File: config.mk
export PLATFORM = sky130hd
export DESIGN_NAME = simon_datapath_flat
export DESIGN_NICKNAME = d
export VERILOG_FILES = /design/src/rtl/simon_datapath_if.sv /design/src/rtl/simon_datapath.sv /design/src/flat_wrapper.sv
export SDC_FILE = /design/constraint.sdc
export NUM_CORES = 1
export LEC_CHECK = 0
export CAP_MARGIN = 15
export CORE_MARGIN = 3
export CORE_UTILIZATION = 40
export CTS_BUF_LIST = sky130_fd_sc_hd__clkbuf_4 sky130_fd_sc_hd__clkbuf_8
export DETAILED_ROUTE_END_ITERATION = 12
export PLACE_DENSITY_LB_ADDON = 0.2
export SYNTH_ARGS = -nofsm -noshare
export SYNTH_HDL_FRONTEND = slang
export SYNTH_SLANG_ARGS = --single-unit
File: constraint.sdc
create_clock -name clk -period 3.45 [get_ports clk]
set_clock_uncertainty 0.15 [all_clocks]
set_input_delay 0.69 -clock clk [delete_from_list [all_inputs] [get_ports clk]]
set_output_delay 0.69 -clock clk [all_outputs]
set_load 0.01 [all_outputs]
File: src/rtl/simon_datapath_if.sv
// Bundles the datapath's control inputs and status outputs. The controller
// FSM uses the master side and the datapath uses the slave side.
interface simon_datapath_if;
  logic       level;
  logic [3:0] pattern;
  logic       srld;
  logic       scld;
  logic       rcld;
  logic       rcclr;
  logic       led_sel;
  logic       is_legal;
  logic       correct_pattern;
  logic       is_last_element;
  logic       store_full;
  logic [3:0] pattern_leds;

  modport master (
    output level, pattern, srld, scld, rcld, rcclr, led_sel,
    input  is_legal, correct_pattern, is_last_element, store_full, pattern_leds
  );

  modport slave (
    input  level, pattern, srld, scld, rcld, rcclr, led_sel,
    output is_legal, correct_pattern, is_last_element, store_full, pattern_leds
  );
endinterface

File: src/rtl/simon_datapath.sv
// Simon game datapath: a 64-entry pattern store with write/read counters,
// a difficulty latch frozen after the first store, and combinational status.
module simon_datapath (
  input  logic              clk,
  input  logic              rst,
  simon_datapath_if.slave   bus
);

  localparam int unsigned Depth = 64;

  logic [3:0] store_q [Depth];
  logic [6:0] wr_cnt_q, wr_cnt_d;
  logic [5:0] rd_cnt_q, rd_cnt_d;
  logic       lvl_q, lvl_d;
  logic       full;
  logic       wr_en;
  logic [3:0] rd_entry;

  // wr_cnt never exceeds 64, so bit 6 alone marks a full store.
  assign full     = wr_cnt_q[6];
  // An edge that coincides with reset must not disturb the store either.
  assign wr_en    = bus.srld & ~full & rst;
  assign rd_entry = store_q[rd_cnt_q];

  always_comb begin
    wr_cnt_d = wr_cnt_q;
    if (bus.scld && !full) begin
      wr_cnt_d = wr_cnt_q + 7'd1;
    end
  end

  always_comb begin
    rd_cnt_d = rd_cnt_q;
    if (bus.rcclr) begin
      rd_cnt_d = 6'd0;
    end else if (bus.rcld && (rd_cnt_q != 6'd63)) begin
      rd_cnt_d = rd_cnt_q + 6'd1;
    end
  end

  always_comb begin
    lvl_d = lvl_q;
    if (wr_cnt_q == 7'd0) begin
      lvl_d = bus.level;
    end
  end

  always_ff @(posedge clk or negedge rst) begin
    if (!rst) begin
      wr_cnt_q <= 7'd0;
      rd_cnt_q <= 6'd0;
      lvl_q    <= 1'b0;
    end else begin
      wr_cnt_q <= wr_cnt_d;
      rd_cnt_q <= rd_cnt_d;
      lvl_q    <= lvl_d;
    end
  end

  always_ff @(posedge clk) begin
    if (wr_en) begin
      store_q[wr_cnt_q[5:0]] <= bus.pattern;
    end
  end

  always_comb begin
    bus.store_full      = full;
    bus.correct_pattern = (bus.pattern == rd_entry);
    bus.is_last_element = (wr_cnt_q != 7'd0) && ({1'b0, rd_cnt_q} == (wr_cnt_q - 7'd1));
    bus.pattern_leds    = bus.led_sel ? bus.pattern : rd_entry;
    if (lvl_q) begin
      bus.is_legal = (bus.pattern != 4'd0);
    end else begin
      bus.is_legal = (bus.pattern != 4'd0) && ((bus.pattern & (bus.pattern - 4'd1)) == 4'd0);
    end
  end

endmodule
File: src/flat_wrapper.sv
// flat-port wrapper written by rule: the top's interface ports become plain ports
module simon_datapath_flat 
  (clk, rst, bus_level, bus_pattern, bus_srld, bus_scld, bus_rcld, bus_rcclr, bus_led_sel, bus_is_legal, bus_correct_pattern, bus_is_last_element, bus_store_full, bus_pattern_leds);
  simon_datapath_if bus_i ();
  input  logic clk;
  input  logic rst;
  input wire logic [$bits(bus_i.level)-1:0] bus_level;
  input wire logic [$bits(bus_i.pattern)-1:0] bus_pattern;
  input wire logic [$bits(bus_i.srld)-1:0] bus_srld;
  input wire logic [$bits(bus_i.scld)-1:0] bus_scld;
  input wire logic [$bits(bus_i.rcld)-1:0] bus_rcld;
  input wire logic [$bits(bus_i.rcclr)-1:0] bus_rcclr;
  input wire logic [$bits(bus_i.led_sel)-1:0] bus_led_sel;
  output wire logic [$bits(bus_i.is_legal)-1:0] bus_is_legal;
  output wire logic [$bits(bus_i.correct_pattern)-1:0] bus_correct_pattern;
  output wire logic [$bits(bus_i.is_last_element)-1:0] bus_is_last_element;
  output wire logic [$bits(bus_i.store_full)-1:0] bus_store_full;
  output wire logic [$bits(bus_i.pattern_leds)-1:0] bus_pattern_leds;
  assign bus_i.level = bus_level;
  assign bus_i.pattern = bus_pattern;
  assign bus_i.srld = bus_srld;
  assign bus_i.scld = bus_scld;
  assign bus_i.rcld = bus_rcld;
  assign bus_i.rcclr = bus_rcclr;
  assign bus_i.led_sel = bus_led_sel;
  assign bus_is_legal = bus_i.is_legal;
  assign bus_correct_pattern = bus_i.correct_pattern;
  assign bus_is_last_element = bus_i.is_last_element;
  assign bus_store_full = bus_i.store_full;
  assign bus_pattern_leds = bus_i.pattern_leds;
  simon_datapath u_core (.clk(clk), .rst(rst), .bus(bus_i));
endmodule
# == Word-level counts from Yosys, hierarchy flattened ==
# Memory sizes are Yosys's and may differ from the RTL's.
# Index checks and enable logic that the tools add are counted.
# totals
out_inout_bits,8
input_bits,12
mem_count,1
ff_bits,14
mem_bits_rw,256
word_cells,31
# classes
n_bitwise,4
n_reduce_logical,10
muxes,6
n_eq_ne,3
addsub,4
# mem_list
memory,depth,width,read_ports,rd_ports_with_merged_regs,wr,line,rtl
u_core.store_q,64,4,1,0,1,simon_datapath.sv:11,logic [3:0] store_q [Depth];
# op_table
cell,count
$mux W6,2
$add A7 B1 Y7 const B,1
$eq A6 B7 Y1,1
$logic_not A7 Y1,1
$reduce_bool A7 Y1,1
$sub A7 B1 Y7 const B,1
$add A6 B1 Y6 const B,1
$ne A6 B6 Y1 const B,1
$and A4 B4 Y4,1
$eq A4 B4 Y1,1
$logic_and A1 B1 Y1,4
$logic_not A4 Y1,1
$mux W4,1
$reduce_bool A4 Y1,1
$sub A4 B1 Y4 const B,1
$mux W1,3
$and A1 B1 Y1,2
$reduce_bool A2 Y1,1
$logic_not A1 Y1,1
$not A1 Y1,1

# == Longest topological paths before layout ==
# Gate-level depths: netlist of run 1.
# logic_depth
word_depth,5
mapped_depth,11
ltp_nobuf,8

# == Least setup slack after synthesis of run 1 ==
# Ideal clock, no wire load.
# synth_timing
path_type,reg2out
from,register u_core.rd_cnt_q[0]
to,output bus_correct_pattern
n_path_buf,2
t_arrival_ps,2334
path_slack_ps,276
stages_incl_launch_ff,10
cell_sequence,dfrtp_1 > buf_6 > buf_2 > mux4_2 > a22oi_1 > a21oi_1 > nor3_1 > a21oi_1 > xor2_1 > nor4_2
# synth_between
elab_chain_len,2
# synth_rtl
item,line,rtl
from (decl),simon_datapath.sv:13,"logic [5:0] rd_cnt_q, rd_cnt_d;"
from (signal assigned),simon_datapath.sv:55,rd_cnt_q <= rd_cnt_d;
$mem_v2 Z64 W4,-,
$eq A4 B4 Y1,simon_datapath.sv:68,bus.correct_pattern = (bus.pattern == rd_entry);
to (decl),flat_wrapper.sv:15,output wire logic [$bits(bus_i.correct_pattern)-1:0] bus_correct_pattern;
# Every way passes these cells.

# == Final worst setup path of run 1 ==
# Same ends and word-level chain as after synthesis.

==> impl_metrics.toml, run 1 <==
[run_status]
outcome = "finished, violations left"
violations = "negative setup slack"

[placed_design]
placed_cells_incl_taps = 1049
dp_hpwl_microns = 17940
port_buffers = 19
place.gp.congestion = 0.8753

[setup_path]
critPathArrivalTime_ns = 3.30
r2r_setup_slack_ns = 0.89
r2r_cells = 4
path_class = "flip-flop to primary output"
endpoint_kind = "primary output"
path_max_fanout = 7
crit_required_ns = 2.61
cp-start-kind = "flip-flop"
r2r_end = "u_core.store_q[63][2]"
r2r_start = "u_core.wr_cnt_q[1]"

[timing]
setup_violations = 5
setup_ws_ns = -0.6940
hold_viol_final = 0
whs_ns = 0.3281
fin_crit_ns = 4.144
drv_slew = 0
fin_crit_sh = 1.201
rsz0062_at_grt = "yes"
tightest_slew_ns = 0.6457
max_freq_mhz = 241.3
maxSlewHeadroom = 0.5685
tns_ns = -2.260

[detailed_routing]
ant_nets = 0
vias = 6274
vias_per_cell = 5.475
drc = 0
wl_per_cell_microns = 23.82
dr.pass1.iters = 5
drt_wl_total_microns = 27300
drt_iter0_markers = 612

[power]
power_density_mw_per_mm2 = 569.3
peakVddDrop_v = 0.0002874
leakage_nw = 4.364

[die]
die_area_sq_mm = 0.02988
die_h_microns = 172.9
std_cell_rows = 60
core_sq_mm = 0.02718
start_util = 0.4098
die_w_microns = 172.9
ios = 20

[yosys]
yosysWarnings = 0
synth_fp_nets = 647
synthTopCellsByCount = "edfxtp_1, nor2_1, mux4_2"
synth.most_common_cell = "edfxtp_1"
synth-main-ff-cell = "edfxtp_1"
netlist_area_sq_mm = 0.01114
yosysTopAreaCell = "edfxtp_1"
synthDistinctLibCells = 50
ys_async_sr_fraction = 0.05185
synthTopCellsByArea = "edfxtp_1, mux4_2, dfrtp_1, mux2i_1, nor2_1"
synth-edff-count = 256
syn_inst = 632
synth.avg_cell_area_sq_um = 17.62
ys_ff_latch = 270
yosysTopAreaCellShare = 0.6903
synth_seq_area_share = 0.7218

[clock_tree]
cts.sinks = 270
hold_buffers = 0
root_buffer = "clkbuf_8"
cts.path.max_buffers = 3
clk_pin_slew_ns = 0.07
cts_buffers = 44
h-tree-depth = 2
worstSkewPairLatency_ns = 0.54
cts_tree = "built"

[grt]
grt_pass1_wl_microns = 41280
grt_max_degree = 45
grt_pass1_vias = 6642
track_usage = 0.1818
grt-ovfl-total = 0
grt_antenna_before_repair = 0

[job]
maxCapViolations = 0

[final_layout]
diodes = 0
fillCellCount = 2312
register_area_sq_mm = 0.008046
nets = 759
multi_input_area_sq_mm = 0.003100
area_delta_synth_final_pct = 20.99
drive_gt1_frac = 0.3385
finalNonFillerCells = 1146
postLayoutCoreUtil = 0.4958

[worst_hold_path]
hold_class = "input port to asynchronous set/reset pin"
==> final cells by class <==
| cell class | count | area share |
|---|---|---|
| flip-flops and latches | 270 | 0.5972 |
| multi-input cells | 322 | 0.2301 |
| repair buffers | 102 | 0.07364 |
| clock buffers | 58 | 0.05275 |
| well taps | 372 | 0.03455 |
| clock inverters | 18 | 0.01059 |
| inverters | 4 | 0.001114 |
==> worst max path at each step <==
stage	start	endpoint	slack (ns)	cells after the start
after floorplan	u_core.rd_cnt_q[0]	bus_correct_pattern	0.28	9
after global placement	u_core.rd_cnt_q[0]	bus_correct_pattern	-0.88	10
after detailed placement	u_core.rd_cnt_q[0]	bus_correct_pattern	-0.83	11
after CTS	u_core.rd_cnt_q[0]	bus_correct_pattern	-0.72	11
after global routing	u_core.rd_cnt_q[1]	bus_correct_pattern	-0.82	10
final	u_core.rd_cnt_q[0]	bus_correct_pattern	-0.69	12
==> through the flow <==
stage	instance area (sq um)	power [mW]	setup slack [ns]
2_1_floorplan	11140	4.485	0.2758
5_1_grt	13470	7.996	-0.8176
4_1_cts	13380	7.709	-0.7235
3_5_place_dp	12100	4.899	-0.8326
3_3_place_gp	12100	4.880	-0.8831
6_report	13470	7.670	-0.6940
==> flip-flops by register name, summed over array words and instances (netlist names) <==
register         flops
u_core.lvl_q         1
u_core.store_q     256
u_core.rd_cnt_q      6
u_core.wr_cnt_q      7
==> cells by family after synthesis <==
logic type,Yosys count,share of synthesized area
xor gates and xnor gates,18,0.01416
muxes,91,0.1398
buffers and inverters,40,0.01899
adders and majority gates,4,0.004270
DFF,270,0.7218
AOI/OAI and AO/OA,68,0.04393
and+or+nand+nor,141,0.05708
==> routing by layer <==
| layer | up-vias | share of wire | global-route usage |
|---|---|---|---|
| met5 | - | 0 | 0 |
| met4 | 0 | 0.026 | 0.05169 |
| met3 | 62 | 0.065 | 0.03755 |
| met2 | 231 | 0.49 | 0.3013 |
| met1 | 3243 | 0.42 | 0.2456 |
| li1 | 2738 | - | - |
==> power breakdown <==
group / switching [mW] / internal, mW
logic: 0.683 / 0.518
clock network: 1.21 / 1.50
registers: 0.0662 / 3.69
==> worst max-delay path: stages (launching register included) <==
cell     delay, ns
dfrtp_4       0.51
buf_12        0.17
buf_12        0.14
buf_6         0.11
mux4_2        0.42
a22oi_2       0.20
a21oi_2       0.09
nor3_2        0.21
a21oi_2       0.07
xor2_1        0.15
nor4_2        0.40
buf_4         0.18
buf_6         0.09
==> cells in the final DEF, fill, tap and decap left out, types with 4 or more instances in the layout <==
cell / Yosys / routed
xnor2_1: 8 / 8
a211oi_2: 1 / 5
a22oi_2: 0 / 6
buf_2: 6 / 5
nor2b_1: 8 / 7
clkbuf_4: 0 / 14
edfxtp_1: 256 / 256
nor2_1: 80 / 80
clkbuf_8: 0 / 44
mux2_4: 0 / 4
buf_6: 3 / 15
clkinv_1: 0 / 7
dfrtp_1: 14 / 11
a21oi_2: 0 / 6
xor2_1: 10 / 10
clkinv_2: 0 / 6
buf_4: 4 / 60
inv_1: 4 / 4
nand2_1: 21 / 19
o21ai_0: 12 / 8
a221oi_1: 5 / 4
mux4_2: 51 / 51
clkdlybuf4s50_1: 0 / 9
nand3_1: 9 / 9
mux2i_1: 34 / 32
buf_12: 1 / 11
==> timing repair <==
action                                 in CTS  in global routing
resized for setup                          70                 30
buffers inserted                           19                  9
setup endpoints to repair                   6                  6
gates cloned                                3                  0
pin swaps                                  15                 25
endpoints found under the hold margin       0                  0
(Power assumes the default switching activity.)
==> run 2: changes to the inputs <==
--- a/config.mk
+++ b/config.mk
@@ -11,6 +11,7 @@
 export CTS_BUF_LIST = sky130_fd_sc_hd__clkbuf_4 sky130_fd_sc_hd__clkbuf_8
 export DETAILED_ROUTE_END_ITERATION = 12
 export PLACE_DENSITY_LB_ADDON = 0.2
+export REMOVE_ABC_BUFFERS = 1
 export SYNTH_ARGS = -nofsm -noshare
 export SYNTH_HDL_FRONTEND = slang
 export SYNTH_SLANG_ARGS = --single-unit
==> run 2 against run 1 <==
  * The flow still finishes with violations (negative setup slack)
  * Sequential power about the same
  * Combinational power down 7%
  * Sequential share of layout area up 0.69 points
  * Sequential cell count unchanged
  * Register-to-register slack about the same
  * Fmax up 3.8%
  * Clock power up 6%
  * Die area unchanged
  * Final area down 1.2%
  * Critical endpoint unchanged
  * First-iteration DRC count down 17%
==> impl_metrics.toml, run 2 (same netlist as run 1, synthesis figures left out) <==
[placed_design]
dp_hpwl_microns = 17200
pre_cts_ws_ns = -0.4961
place.gp.congestion = 0.8070
port_buffers = 19

[clock_tree]
clk_pin_slew_ns = 0.06
worstSkewPairLatency_ns = 0.55
cts.sinks = 270
h-tree-depth = 2
cts_buffers = 46
cts_tree = "built"
hold_buffers = 0
root_buffer = "clkbuf_8"
cts.path.max_buffers = 3

[grt]
grt_antenna_before_repair = 0
grt-ovfl-total = 0
grt_pass1_wl_microns = 40050
track_usage = 0.1761
grt_pass1_vias = 6484
grt_max_degree = 63

[setup_path]
cp_top_family = "buffers and inverters"
endpoint_kind = "primary output"
cpMaxStageDelayCell = "mux4_2"
path_class = "flip-flop to primary output"
path_buf_inv = 4
cp-start-kind = "flip-flop"
max_stage_delay_ns = 0.53
r2r_setup_slack_ns = 0.88
crit_chain = "buf_12 > buf_12 > mux4_2 > o21ai_2 > buf_4 > a221o_1 > o21ai_1 > xor2_1 > nor4_2 > buf_2"
path_max_fanout = 13
crit_required_ns = 2.61
critPathArrivalTime_ns = 3.15
crit_top_cell = "buf_12"

[detailed_routing]
drt_iter0_markers = 508
vias_per_cell = 5.406
wl_per_cell_microns = 22.86
ant_nets = 0
dr.pass1.iters = 4
drt_wl_total_microns = 26260
drc = 0
vias = 6211

[final_layout]
final_common_cell = "edfxtp_1"
drive_gt1_frac = 0.3230
register_area_sq_mm = 0.008045
largest_reg_flops = 256
fillCellCount = 2326
final_cell_mix = "edfxtp_1, nor2_1, buf_4"
diodes = 0
area_delta_synth_final_pct = 19.60
nets = 757
multi_input_area_sq_mm = 0.002995

[power]
leakage_nw = 4.344
power_density_mw_per_mm2 = 582.4
finalPower_mw = 7.757
peakVddDrop_v = 0.0003995

[die]
std_cell_rows = 60
die_w_microns = 172.9
core_sq_mm = 0.02718
die_h_microns = 172.9
die_area_sq_mm = 0.02988
ios = 20
start_util = 0.4098

[timing]
tightest_slew_ns = 0.6798
fin_crit_sh = 1.157
tns_ns = -1.999
fin_crit_ns = 3.993
rsz0062_at_grt = "yes"
setup_ws_ns = -0.5434
maxSlewHeadroom = 0.5459
setup_violations = 5
hold_viol_final = 0
drv_slew = 0
max_freq_mhz = 250.4

[job]
maxCapViolations = 0

[run_status]
outcome = "finished, violations left"
violations = "negative setup slack"

[worst_hold_path]
hold_class = "input port to asynchronous set/reset pin"
## run 2: cell count changes in the layout (fill, tap and decap cells not counted), moves of 4 or more
cell / change
buf_4: +8
a22oi_2: -4
a22oi_1: +4
a21oi_1: +4
buf_6: -12
o21ai_1: +5
a21oi_2: -4
## run 2: path summary, 6_finish.rpt
path,from,endpoint,cells after the start
hold reg to reg,u_core.lvl_q,u_core.lvl_q,1
setup reg to reg,u_core.rd_cnt_q[0],u_core.rd_cnt_q[5],9
min in group clk,bus_pattern[3],u_core.store_q[50][3],1
max in group asynchronous,rst,u_core.rd_cnt_q[0],2
hold / removal,rst,u_core.wr_cnt_q[0],2
setup / recovery,u_core.rd_cnt_q[0],bus_correct_pattern,10
## run 2: cell type report
cell class / count / area share
clock buffer: 64 / 0.05815
timing repair buffer: 98 / 0.06586
sequential: 270 / 0.6041
multi-input combinational: 322 / 0.2249
clock inverter: 19 / 0.01090
tap: 372 / 0.03495
inverter: 4 / 0.001127
## run 2: per-layer routing
layer / GRT usage / share of wire / wire [microns] / up-vias
met2: 0.2932 / 0.49 / 12960 / 175
met1: 0.2360 / 0.44 / 11430 / 3245
met5: 0 / 0 / 0 / -
li1: - / - / - / 2745
met4: 0.06047 / 0.024 / 619 / 0
met3: 0.03074 / 0.048 / 1249 / 46
## run 2: report_power, final
part           switching (mW)  internal, mW
Combinational           0.649         0.472
Clock                    1.26          1.61
Sequential             0.0784          3.69
Total                    1.98          5.77
## run 2: metrics by stage
stage / hold WS, ns / cells / util / cell area (sq um)
after CTS: 0.3224 / 1140 / 0.4852 / 13190
final: 0.3415 / 1149 / 0.4901 / 13320
after detailed placement: 0.3901 / 1046 / 0.4456 / 12110
after global routing: 0.3293 / 1149 / 0.4901 / 13320
after global placement: 0.3819 / 1046 / 0.4456 / 12110
after floorplan: 0.2444 / 596 / - / 10940
## run 2: timing repair
action | in CTS | in global routing
gates cloned | 1 | 0
gates resized for setup | 40 | 14
pin swaps | 5 | 1
endpoints found under the hold margin | 0 | 0
buffers inserted | 10 | 9
setup endpoints to repair | 6 | 5
